===== config.mk =====
export PLATFORM = sky130hd
export DESIGN_NAME = cmac_tx_pkt_gen
export DESIGN_NICKNAME = d
export VERILOG_FILES = /design/src/rtl/cmac_tx_pkt_gen.sv
export SDC_FILE = /design/constraint.sdc
export NUM_CORES = 1
export LEC_CHECK = 0
export CELL_PAD_IN_SITES_DETAIL_PLACEMENT = 0
export CELL_PAD_IN_SITES_GLOBAL_PLACEMENT = 1
export CORE_AREA = 4 4 256 258
export CTS_BUF_LIST = sky130_fd_sc_hd__clkbuf_8
export DETAILED_ROUTE_END_ITERATION = 12
export DIE_AREA = 0 0 260 262
export PLACE_DENSITY_LB_ADDON = 0.3
export SYNTH_ARGS = -nofsm -noshare
export SYNTH_HDL_FRONTEND = slang
export SYNTH_SLANG_ARGS = --single-unit

===== constraint.sdc =====
create_clock -name tx_clk_int -period 16.1 [get_ports tx_clk_int]
set_input_delay 3.22 -clock tx_clk_int [delete_from_list [all_inputs] [get_ports tx_clk_int]]
set_output_delay 3.22 -clock tx_clk_int [all_outputs]
set_load 0.1 [all_outputs]

===== src/rtl/cmac_tx_pkt_gen.sv =====
// Burst frame generator for the 512-bit CMAC TX AXI-Stream path.
// Payload: 32-bit sequence number, 16-bit length, then byte n = n[7:0].
module cmac_tx_pkt_gen #(
   parameter int LEN_W   = 14,
   parameter int MIN_LEN = 64,
   parameter int MAX_LEN = 9600,
   parameter int CNT_W   = 32,
   parameter int IFG_W   = 8
) (
   input  logic               tx_clk_int,
   input  logic               tx_rst_int,
   input  logic               start,
   input  logic               stop,
   input  logic [LEN_W-1:0]   cfg_len,
   input  logic [CNT_W-1:0]   cfg_cnt,
   input  logic [IFG_W-1:0]   cfg_ifg,
   input  logic               err_inject,
   output logic [511:0]       tx_axis_tdata,
   output logic [63:0]        tx_axis_tkeep,
   output logic               tx_axis_tlast,
   output logic               tx_axis_tuser,
   output logic               tx_axis_tvalid,
   input  logic               tx_axis_tready,
   output logic               busy,
   output logic [CNT_W-1:0]   frames_sent
);

   localparam int BEAT_W = LEN_W - 6;

   typedef enum logic [1:0] {IDLE, SEND, GAP} state_t;

   state_t             state, state_nxt;
   logic [LEN_W-1:0]   len_q, len_clamped;
   logic [BEAT_W-1:0]  beat, last_beat;
   logic [31:0]        seq;
   logic [CNT_W-1:0]   cnt_q, run_cnt;
   logic [IFG_W-1:0]   ifg_q, gap_cnt;
   logic               stop_req, err_q;
   logic               frame_end, run_done, stop_any;
   logic [5:0]         rem;

   always_comb begin
      len_clamped = cfg_len;
      if (cfg_len < LEN_W'(MIN_LEN))
         len_clamped = LEN_W'(MIN_LEN);
      else if (cfg_len > LEN_W'(MAX_LEN))
         len_clamped = LEN_W'(MAX_LEN);
   end

   assign last_beat = BEAT_W'((len_q - LEN_W'(1)) >> 6);
   assign rem       = len_q[5:0];
   assign frame_end = (state == SEND) && tx_axis_tready && (beat == last_beat);
   // stop is a level but may be pulsed mid-frame, so it is remembered until the run ends
   assign stop_any  = stop || stop_req;
   assign run_done  = stop_any || ((cnt_q != '0) && (run_cnt + CNT_W'(1) == cnt_q));

   always_ff @(posedge tx_clk_int or posedge tx_rst_int) begin
      if (tx_rst_int)
         state <= IDLE;
      else
         state <= state_nxt;
   end

   always_comb begin
      state_nxt = state;
      case (state)
         IDLE: if (start) state_nxt = SEND;
         SEND: begin
            if (frame_end) begin
               if (run_done)
                  state_nxt = IDLE;
               else if (ifg_q != '0)
                  state_nxt = GAP;
               else
                  state_nxt = SEND;
            end
         end
         GAP: if (gap_cnt == IFG_W'(1)) state_nxt = stop_any ? IDLE : SEND;
         default: state_nxt = IDLE;
      endcase
   end

   always_ff @(posedge tx_clk_int or posedge tx_rst_int) begin
      if (tx_rst_int) begin
         len_q       <= '0;
         cnt_q       <= '0;
         ifg_q       <= '0;
         beat        <= '0;
         seq         <= '0;
         run_cnt     <= '0;
         gap_cnt     <= '0;
         stop_req    <= 1'b0;
         err_q       <= 1'b0;
         frames_sent <= '0;
      end else begin
         if (state == IDLE) begin
            stop_req <= 1'b0;
            if (start) begin
               len_q   <= len_clamped;
               cnt_q   <= cfg_cnt;
               ifg_q   <= cfg_ifg;
               seq     <= '0;
               run_cnt <= '0;
               beat    <= '0;
            end
         end else if (stop) begin
            stop_req <= 1'b1;
         end
         if (state == SEND && tx_axis_tready) begin
            if (beat == last_beat) begin
               beat        <= '0;
               seq         <= seq + 32'd1;
               run_cnt     <= run_cnt + CNT_W'(1);
               frames_sent <= frames_sent + CNT_W'(1);
               gap_cnt     <= ifg_q;
            end else begin
               beat <= beat + BEAT_W'(1);
            end
         end
         if (state == GAP)
            gap_cnt <= gap_cnt - IFG_W'(1);
         // error flag is captured as each frame's first beat is presented and held for the frame
         if (state_nxt == SEND && (state != SEND || frame_end))
            err_q <= err_inject;
      end
   end

   always_comb begin
      tx_axis_tvalid = (state == SEND);
      busy           = (state != IDLE);
      tx_axis_tlast  = tx_axis_tvalid && (beat == last_beat);
      tx_axis_tuser  = tx_axis_tlast && err_q;
      tx_axis_tdata  = '0;
      tx_axis_tkeep  = '0;
      for (int j = 0; j < 64; j++) begin
         tx_axis_tdata[8*j +: 8] = {beat[1:0], 6'(j)};
         tx_axis_tkeep[j]        = !tx_axis_tlast || (rem == 6'd0) || (6'(j) < rem);
      end
      if (beat == '0) begin
         tx_axis_tdata[31:0]  = seq;
         tx_axis_tdata[47:32] = 16'(len_q);
      end
      if (!tx_axis_tvalid) begin
         tx_axis_tdata = '0;
         tx_axis_tkeep = '0;
      end
   end

endmodule


After elaboration in Yosys (flattened, before gate mapping):

Index checks and enable logic that the tools add are counted.

* add/sub/neg operators: 6
* multiply operators: 0
* divide/modulo/power cells: 0
* $lt $le $gt $ge: 66
* equal/unequal tests: 7
* shift operators: 0
* multiplexer cells: 29
* bitwise logic cells: 0
* reductions and logical operators: 90

Operators by type and width (number)
* $mux W512: 1
* $mux W32: 8
* $lt A6 B6 Y1 const A: 32
* $add A32 B1 Y32 const B: 3
* $lt A5 B6 Y1 const A: 16
* $logic_or A1 B1 Y1: 68
* $mux W64: 1
* $mux W8: 7
* $lt A4 B6 Y1 const A: 8
* $mux W48: 1
* $eq A32 B32 Y1: 1
* $reduce_bool A32 Y1: 1
* $mux W14: 2
* $lt A3 B6 Y1 const A: 4
* $gt A14 B14 Y1 const B: 1
* $lt A14 B7 Y1 const B: 1
* $sub A14 B1 Y14 const B: 1
* $lt A1 B6 Y1 const A: 2
* $lt A2 B6 Y1 const A: 2
* $reduce_bool A2 Y1: 6
* $mux W2: 5
* $add A8 B1 Y8 const B: 1
* $eq A8 B1 Y1 const B: 1
* $eq A8 B8 Y1: 1
* other kinds (13): 24

* flip-flop bits (word level): 170
* bits in latches: 0
* bits in writable memories: 0
* ROM bits: 0
* input port bits: 60
* memories: 0

Longest topological paths before layout:

Gate-level depths: netlist of the first run.

* depth after elaboration: 9
* depth in mapped cells: 13
* mapped depth without buffers: 10

Least setup slack after synthesis of the first run:

Ideal clock, no wire load.

* path type: flip-flop to output port
* start: register state[1]
* end: output port tx_axis_tkeep[58]
* arrival: 9.090 ns
* data required time: 12.880 ns
* slack: 3.790 ns
* cell stages (with the launch flop): 7
* path buffers: 2
* cell sequence: dfrtp_1 > nand2b_1 > clkbuf_1 > inv_1 > buf_1 > nand2_1 > a211oi_1

* longest elaborated chain between the ends: 6

Ends and longest elaborated chain
* from (decl): line 32 `state_t state, state_nxt;`
* from (signal assigned): line 61 `state <= state_nxt;`
* $eq A2 B1 Y1 *: line 129 `tx_axis_tvalid = (state == SEND);`
* named net tx_axis_tvalid: line 22 `output logic tx_axis_tvalid,`
* $logic_and A1 B1 Y1: line 131 `tx_axis_tlast = tx_axis_tvalid && (beat == last_beat);`
* $logic_not A1 Y1: line 137 `tx_axis_tkeep[j] = !tx_axis_tlast || (rem == 6'd0) || (6'(j) < rem);`
* $logic_or A1 B1 Y1 (2 in a row): line 137
* $mux W64 *: line 143 `if (!tx_axis_tvalid) begin`
* to (decl): line 19 `output logic [63:0] tx_axis_tkeep,`

Mark *: on every way through the listed nets, which the timed path passes. The rest lies on a longest branch.

Final worst setup path of the first run:

* start: register len_q[1]
* end: output port tx_axis_tkeep[7]

* longest elaborated chain between the ends: 7

Ends and longest elaborated chain
* from (decl): line 33 `logic [LEN_W-1:0] len_q, len_clamped;`
* from (signal assigned): line 99 `len_q <= len_clamped;`
* $sub A14 B1 Y14: line 50 `assign last_beat = BEAT_W'((len_q - LEN_W'(1)) >> 6);`
* $eq A8 B8 Y1: line 131
* $logic_and A1 B1 Y1: line 131
* $logic_not A1 Y1: line 137
* $logic_or A1 B1 Y1: line 137
* $logic_or A1 B1 Y1 *: line 137
* $mux W64 *: line 143

Every way passes the cells marked *; elsewhere a longest branch is shown, timed or not.

==> results of run 1 <==
## sequential cells by signal, summed over array words and instances (netlist names), 8 cells and up
name / cells
beat: 8
frames_sent: 32
seq: 32
gap_cnt: 8
ifg_q: 8
len_q: 14
cnt_q: 32
run_cnt: 32
## metrics by stage
step	instances	instance area [um^2]	utilization (%)	hold WS, ps	setup WS [ps]
floorplan	1929	14700	-	450	3790
global placement	2747	17100	27.2	466	7140
detailed placement	2747	17100	27.2	467	7060
CTS	2779	17500	27.8	488	6390
global route	2780	17500	27.8	506	6110
finish	2781	17500	27.8	488	6600
## synthesized netlist by cell type, types with 3 or more instances
master     count  area [um^2]
buf_4        465         3490
nand2_1      251          942
dfrtp_1      170         4250
o21ai_0      127          636
nor2_1        85          319
a21oi_1       65          325
clkbuf_1      59          221
xnor2_1       55          482
nand3_1       51          255
and2_1        45          282
nand4_1       34          213
xor2_1        28          245
and3_1        26          163
inv_1         26         97.6
nor4_1        25          156
a31oi_1       23          144
nor3_1        21          105
buf_2         20          100
o31ai_1       19          143
a21o_1        16          120
nor2b_1       13         81.3
and4_1        12          105
o211ai_1       8         60.1
ha_1           7         87.6
or3_1          7         43.8
buf_1          6         22.5
nand2b_1       6         37.5
or4_1          6         45.0
a22o_1         5         43.8
o2111ai_1      5         43.8
o41ai_1        5         43.8
a211oi_1       4         30.0
nor4_2         4         50.1
a32oi_1        3         26.3
nand3b_1       3         22.5
nand4b_1       3         26.3
or2_2          3         18.8
## worst paths after layout
check                                             from                           to  slack (ps)  cells past startpoint
setup / recovery                  len_q[1]$_DFFE_PP0P_             tx_axis_tkeep[7]        6600                     11
hold / removal             frames_sent[31]$_DFFE_PP0N_  frames_sent[31]$_DFFE_PP0N_         490                      1
setup reg to reg                  len_q[1]$_DFFE_PP0P_  frames_sent[21]$_DFFE_PP0N_       11350                     10
hold reg to reg            frames_sent[31]$_DFFE_PP0N_  frames_sent[31]$_DFFE_PP0N_         490                      1
max in group asynchronous                   tx_rst_int        cnt_q[20]$_DFFE_PP0P_       11710                      3
min in group asynchronous                   tx_rst_int            seq[14]$_DFF_PP0_        3100                      2
## metal layers
layer	vias up	GRT usage, %	share of wire (%)
li1	5673	-	-
met1	5851	18.6	42
met2	470	24.6	48
met3	65	3.96	7.3
met4	8	5.31	3.0
met5	-	0	0.10
## kinds of logic (layout without fill, tap and decap cells)
group	count (synthesis)	in the layout	share of synthesized area, %
XOR/XNOR	84	84	5.34
multiplexers	3	3	0.231
buffers and inverters	580	584	28.2
AND/OR/NAND/NOR	611	611	21.8
flip-flops	170	170	30.2
AO/OA/AOI/OAI	311	311	13.5
adder cells (fa/ha/maj)	7	7	0.623
other	1	165	0.0267
## area by class of cell
class	count	area, um^2	area share (%)
inverters	26	108	0.614
multi-input cells	1179	6490	37.0
flip-flops and latches	170	4250	24.3
repair buffers	526	5200	29.7
diodes	2	5.00	0.0286
well taps	846	1060	6.04
clock buffers	18	248	1.41
clock inverters	14	153	0.872
==> flow_summary.json, run 1 <==
{
  "grt_setup_unrepaired": "no",
  "drv_slew": 0,
  "synth-seq-area-share_pct": 30.2,
  "vias": 12100,
  "finalSetupViolations": 0,
  "ys_ff_latch": 170,
  "finClkSkew_ps": 25.4,
  "die_area_um2": 68100,
  "routedWlPerCell_um": 19.6,
  "cp_cell_sequence": "nor3_4 > nand4b_4 > or4b_1 > a222oi_1 > buf_4 > nand2_2 > o21ai_4 > inv_1 > a21oi_2 > nand2_1 > clkdlybuf4s50_1",
  "status": "complete, no violations",
  "layout_commonest_cell": "clkdlybuf4s50_1",
  "numCtsBuffers": 17,
  "critPathMaxFanout": 22,
  "fmax_ghz": 0.105,
  "netlist_instances": 1767,
  "clk_pin_slew_ps": 110,
  "vias_per_cell": 4.34,
  "area_delta_synth_final_pct": 24.5,
  "yosysWarnings": 0,
  "critPathKind": "register to primary output",
  "totalWireLength_um": 54500,
  "crit_arrival_ps": 6280,
  "rows": 92,
  "worst-endpoint-required_ps": 12880,
  "synth_edf_count": 0,
  "die_h_um": 262,
  "drive_above_1_share_pct": 4.81,
  "syn_area_um2": 14100,
  "drtIter0Drc": 860,
  "cts_hold_buf": 0,
  "cp_slowest_stage_delay_ps": 1090,
  "crit_buf_inv": 3,
  "htreeDepth": 4,
  "synth_cell_types": 81,
  "dieWidth_um": 260,
  "crit_path_top_delay_cell": "clkdlybuf4s50_1",
  "ctsResizeCount": 0,
  "yosys_most_used_dff": "dfrtp_1",
  "avgSynthCellArea_um2": 7.96,
  "start_util_pct": 22.3,
  "worstMarginPinSlew_ps": 1200,
  "cts_setup_buffers": 0,
  "final_nets": 1987,
  "min_period_ps": 9500,
  "crit_family": "simple AND/OR/NAND/NOR gates",
  "cts.sinks": 170,
  "drcViolationCount": 0,
  "hold_viol": 0,
  "async_flop_share_pct": 100,
  "antenna_found_initial": 6,
  "nFillCells": 6801,
  "cts-root-buf": "clkbuf_8",
  "hp-class": "register to register",
  "start_kind": "register",
  "ant_nets": 0,
  "final_cell_mix": "clkdlybuf4s50_1, nand2_1, dfrtp_1",
  "overflow": 0,
  "drv_cap": 0,
  "grt_pass1_vias": 11300,
  "setup-tns-final_ps": 0,
  "cts_buffer_depth": 2,
  "core_um2": 63000,
  "port_buffers": 508,
  "hpwl_um": 42000,
  "drtPass1Iterations": 5,
  "grt_max_degree": 142,
  "slew_headroom_pct": 19.5,
  "period_share_pct": 59.0,
  "gp_congestion": 0.829,
  "cts_tree": "yes",
  "clock_latency_ps": 550,
  "grtUsageTotal_pct": 14.8,
  "crit_path_end_kind": "primary output",
  "grt_pass1_wl_um": 76200,
  "io_pins": 672
}
Power of run 1 is not shown: default switching activity piles up to over one toggle a cycle in this logic, so the estimate is an artifact.
==> run 2, diff against run 1 <==
clock period = 9.79 ns   (was 16.1 ns; I/O delays follow)
==> run 2 against run 1 <==
  * Register-to-register slack worse by 6100 ps
  * Core utilization about the same
  * Critical path depth unchanged
  * Sequential cell count unchanged
  * Clock skew down 8.2 ps
  * Critical endpoint is now tx_axis_tkeep[1]
  * Largest cell class unchanged
  * Highest routed layer unchanged
==> flow_summary.json, run 2 (synthesis gave the netlist of run 1 again) <==
{
  "hold_ws_ps": 485,
  "io_pins": 672,
  "final_cell_mix": "clkdlybuf4s50_1, nand2_1, dfrtp_1",
  "drive_above_1_share_pct": 4.60,
  "vias_per_cell": 4.31,
  "pre_cts_slack_ps": 2610,
  "critPathKind": "register to primary output",
  "worst-endpoint-required_ps": 7830,
  "clk_pin_slew_ps": 100,
  "overflow": 0,
  "clock_latency_ps": 550,
  "vias": 12000,
  "hpwl_um": 40100,
  "grt_max_degree": 171,
  "core_um2": 63000,
  "cts_buffer_depth": 2,
  "port_buffers": 508,
  "status": "complete, no violations",
  "finClkSkew_ps": 17.2,
  "drcViolationCount": 0,
  "place_area_um2": 17100,
  "drv_cap": 0,
  "crit_path_end_kind": "primary output",
  "finalSetupViolations": 0,
  "area_delta_synth_final_pct": 24.4,
  "grt_pass1_wl_um": 74500,
  "start_util_pct": 22.3,
  "min_period_ps": 7730,
  "die_area_um2": 68100,
  "layout_setup_ws_ps": 2060,
  "final_area_um2": 17500,
  "nFillCells": 6809,
  "htreeDepth": 4,
  "cts_tree": "yes",
  "start_kind": "register",
  "drv_slew": 0,
  "critPathMaxFanout": 22,
  "hp-class": "register to register",
  "drtPass1Iterations": 7,
  "grtUsageTotal_pct": 14.3,
  "grt_pass1_vias": 11300,
  "cts-root-buf": "clkbuf_8",
  "crit_arrival_ps": 5770,
  "cts.sinks": 170,
  "routedWlPerCell_um": 18.9,
  "cts_hold_buf": 0,
  "fmax_ghz": 0.129,
  "numCtsBuffers": 17,
  "grt_setup_unrepaired": "no",
  "die_h_um": 262,
  "slew_headroom_pct": 18.3,
  "ctsResizeCount": 0,
  "setup-tns-final_ps": 0,
  "layout_commonest_cell": "clkdlybuf4s50_1",
  "antenna_found_initial": 7,
  "ant_nets": 0,
  "drtIter0Drc": 818,
  "totalWireLength_um": 52500,
  "dieWidth_um": 260,
  "final_nets": 1988,
  "period_share_pct": 79.0,
  "gp_congestion": 0.814,
  "cts_setup_buffers": 0,
  "hold_viol": 0,
  "worstMarginPinSlew_ps": 1220,
  "rows": 92
}
[run 2: cell types whose count changed in the layout (fill, tap and decap cells not counted), sizes merged]
cell and delta:
clkdlybuf4s50 +3, buf -2, diode -1, inv -1
[run 2: critical path: stages (launching register included)]
cell,delay (ps)
dfrtp_1,620
nor3_4,530
nand4b_4,200
or4b_1,560
a222oi_1,380
buf_4,260
nand2_2,140
o21ai_4,420
inv_1,150
a21oi_2,670
o21ai_0,240
clkdlybuf4s50_1,1030
[run 2: final timing paths]
kind                                              from  slack (ps)  cells past startpoint                          end
setup / recovery                  len_q[1]$_DFFE_PP0P_        2060                     11             tx_axis_tkeep[1]
setup reg to reg                  run_cnt[0]$_DFF_PP0_        5290                     10            err_q$_DFFE_PP0P_
min in group asynchronous                   tx_rst_int        1980                      2  frames_sent[16]$_DFFE_PP0N_
hold / removal             frames_sent[31]$_DFFE_PP0N_         490                      1  frames_sent[31]$_DFFE_PP0N_
max in group asynchronous                   tx_rst_int        6210                      3        run_cnt[14]$_DFF_PP0_
hold reg to reg            frames_sent[31]$_DFFE_PP0N_         490                      1  frames_sent[31]$_DFFE_PP0N_
[run 2: area by class of cell]
cell class                      instances  area [um^2]  area share, %
Antenna cell                            1         2.50         0.0143
Sequential cell                       170         4250           24.3
Inverter                               26          108          0.615
Clock inverter                         13          119          0.679
Multi-Input combinational cell       1179         6490           37.1
Timing Repair Buffer                  527         5220           29.8
Tap cell                              846         1060           6.05
Clock buffer                           18          248           1.42
[run 2: through the flow]
step / instances / util [%]
finish: 2780 / 27.8
global route: 2780 / 27.8
CTS: 2779 / 27.8
detailed placement: 2748 / 27.2
global placement: 2748 / 27.2
floorplan: 1929 / -
[run 2: metal layers]
layer	vias up	GRT usage [%]	share of wire, %
met5	-	0	0.095
met4	6	3.63	1.5
met3	42	3.85	7.1
met2	427	23.5	48
met1	5826	18.7	43
li1	5677	-	-
Power of run 2 is left out for the same reason.
==> patch, RTL diff (flow settings as in run 2) <==
Change the parameter `LEN_W` from 14 to 18.
--- a/src/rtl/cmac_tx_pkt_gen.sv
+++ b/src/rtl/cmac_tx_pkt_gen.sv
@@ -1,7 +1,7 @@
 // Burst frame generator for the 512-bit CMAC TX AXI-Stream path.
 // Payload: 32-bit sequence number, 16-bit length, then byte n = n[7:0].
 module cmac_tx_pkt_gen #(
-   parameter int LEN_W   = 14,
+   parameter int LEN_W   = 18,
    parameter int MIN_LEN = 64,
    parameter int MAX_LEN = 9600,
    parameter int CNT_W   = 32,
Ports: changed (resized cfg_len); port bits go from 672 to 676. The function was not compared with the original's and may differ.
==> patch against run 2 <==
  * Critical path depth down 2
  * Area after synthesis rose by 6.1%
  * Setup slack worse by 0.31 ns
  * Sequential cell count is 8 higher
  * Routed wire length up 14%
  * Cell area up 5.3%
  * Sequential share of layout area is 0.13 points lower
  * Global-route usage grew 2.2 points
  * Critical endpoint is now tx_axis_tkeep[23]
Power is not shown: default switching activity piles up to over one toggle a cycle in this logic, so the estimate is an artifact.
==> patch: results (changes against run 2) <==
| Metric | Value |
|---|---|
| Met3 wire len | 4.778 mm (+28%) |
| CTS H-tree lvls | 4 (unchanged) |
| Hold endpoint | frames_sent[31] |
| CTS max path bufs | 2 (unchanged) |
| Post-DR wirelength/cell | 21.04 µm (+11%) |
| R2R depth | 9 (-1) |
| Met2 WL | 27.87 mm (+11%) |
| Slew HR | 9.873% (-8.4 points) |
| Hold_sp | frames_sent[31] |
| Vias in the first global route | 11969 (+6.2%) |
| Reg2reg setup slack | 5.19 ns (-0.10 ns) |
| Total number of vias | 12783 (+6.7%) |
| Clk_lat worst skew | 0.57 ns (+0.02 ns) |
| Worst Clk Skew | 0.02409 ns (+0.006860 ns) |
| HP Class | flip-flop to flip-flop |
| WHS Path Cells | 1 (unchanged) |
| Post-cts sizing count | 0 (unchanged) |
| Final #Nets | 2065 (+3.9%) |
| Total track usage | 16.45% (+2.2 points) |
| Filler Cells Inserted | 6828 (+0.28%) |
| Top Metal Used | met5 |
| DPL Wire Length | 46.22 mm (+15%) |
| GPL Wtd Cong | 0.9042 (+11%) |
| Number of CTS-inserted buffers | 17 (unchanged) |
| Clock root buffer | clkbuf_8 |
| Yosys Warn Count | 0 (unchanged) |
| 1st-pass router iterations | 5 (-2) |
| Antenna violations before repair | 5 (-2) |
| First-pass GRT wire length | 83.21 mm (+12%) |
| Reg2reg start | len_q[5] |
| Layout cells sized above 1 | 4.387% (-0.22 points) |
| Arr. time, crit path | 6.09 ns (+0.32 ns) |
| Unique masters post-synth | 69 (-15%) |
| Post-synth top cells | buf_4 (465), nand2_1 (227), dfrtp_1 (178) |
| Status | completed |
| Async set-or-reset flop fraction in the synthesized netlist | 100.0% (unchanged) |
| Pin count of the biggest net entering global routing | 130 (-24%) |
| Seq/Total Area, Yosys | 29.85% (-0.40 points) |
| Port Buffer Count | 512 (+0.79%) |
| Area contributors post-synth | dfrtp_1 (30%), buf_4 (23%), nand2_1 (5.7%), xnor2_1 (3.7%), mux2i_1 (2.5%) |
| Fin crit share | 82.17% (+3.2 points) |
| Clock edge transition at the registers on the reported setup and hold paths | 0.10 ns (about the same) |
| Reg2reg end | run_cnt[4] |
| Critical path fanouts, max | 26 (+18%) |
| Postcts setup bufs | 0 (unchanged) |
| 1st-iter DRT viols | 935 (+14%) |
| Dpl ws | 2.333 ns (-0.2743 ns) |
| Wire length on met1 | 26.39 mm (+16%) |
-- patch: metal layers --
metal	global-route usage (%)	vias to the layer above
met5	0	-
met4	4.047	6
met3	4.211	43
met2	26.13	499
met1	22.42	6228
li1	-	6007
-- patch: how the worst max path moves through the flow --
stage,from,cells after the start,to
after floorplan,state[1],6,tx_axis_tdata[35]
after global placement,len_q[5],9,tx_axis_tkeep[23]
after detailed placement,len_q[5],9,tx_axis_tkeep[23]
after CTS,len_q[5],9,tx_axis_tkeep[23]
after global routing,len_q[5],9,tx_axis_tkeep[23]
final,len_q[5],9,tx_axis_tkeep[23]
-- patch: stage by stage --
step                cell area (µm²)  utilization, %  hold WS, ns  cells
floorplan                     15530               -       0.4587   2009
global placement              18000           28.59       0.4690   2821
detailed placement            18000           28.59       0.4759   2821
CTS                           18410           29.24       0.4962   2852
global route                  18410           29.24       0.5188   2852
finish                        18420           29.25       0.4883   2855
-- patch: layout make-up --
type,instances,share of cell area [%]
repair buffers,532,28.64
flip-flops and latches,178,24.19
well taps,846,5.748
multi-input cells,1236,38.52
inverters,29,0.6454
clock buffers,18,1.345
clock inverters,13,0.8696
diodes,3,0.04076
-- patch: critical path: stages (launching register included) --
cell and delay, ns:
dfrtp_1 0.69, nor4_1 0.58, and4_1 0.38, and3_1 0.22
a211oi_1 0.11, o31ai_4 0.68, nand2_1 0.65, nor2_1 0.99
a21oi_1 0.16, clkdlybuf4s50_1 1.04
-- patch: kinds of logic (layout without fill, tap and decap cells) --
logic type	Yosys count	count (layout)	synth area share (%)
other	1	166	0.02513
muxes	55	55	3.832
buffers and inverters	595	592	26.91
xor gates and xnor gates	93	93	5.459
AOI/OAI and AO/OA	255	255	10.74
and+or+nand+nor	663	663	22.59
DFF	178	178	29.85
adders and majority gates	7	7	0.5870
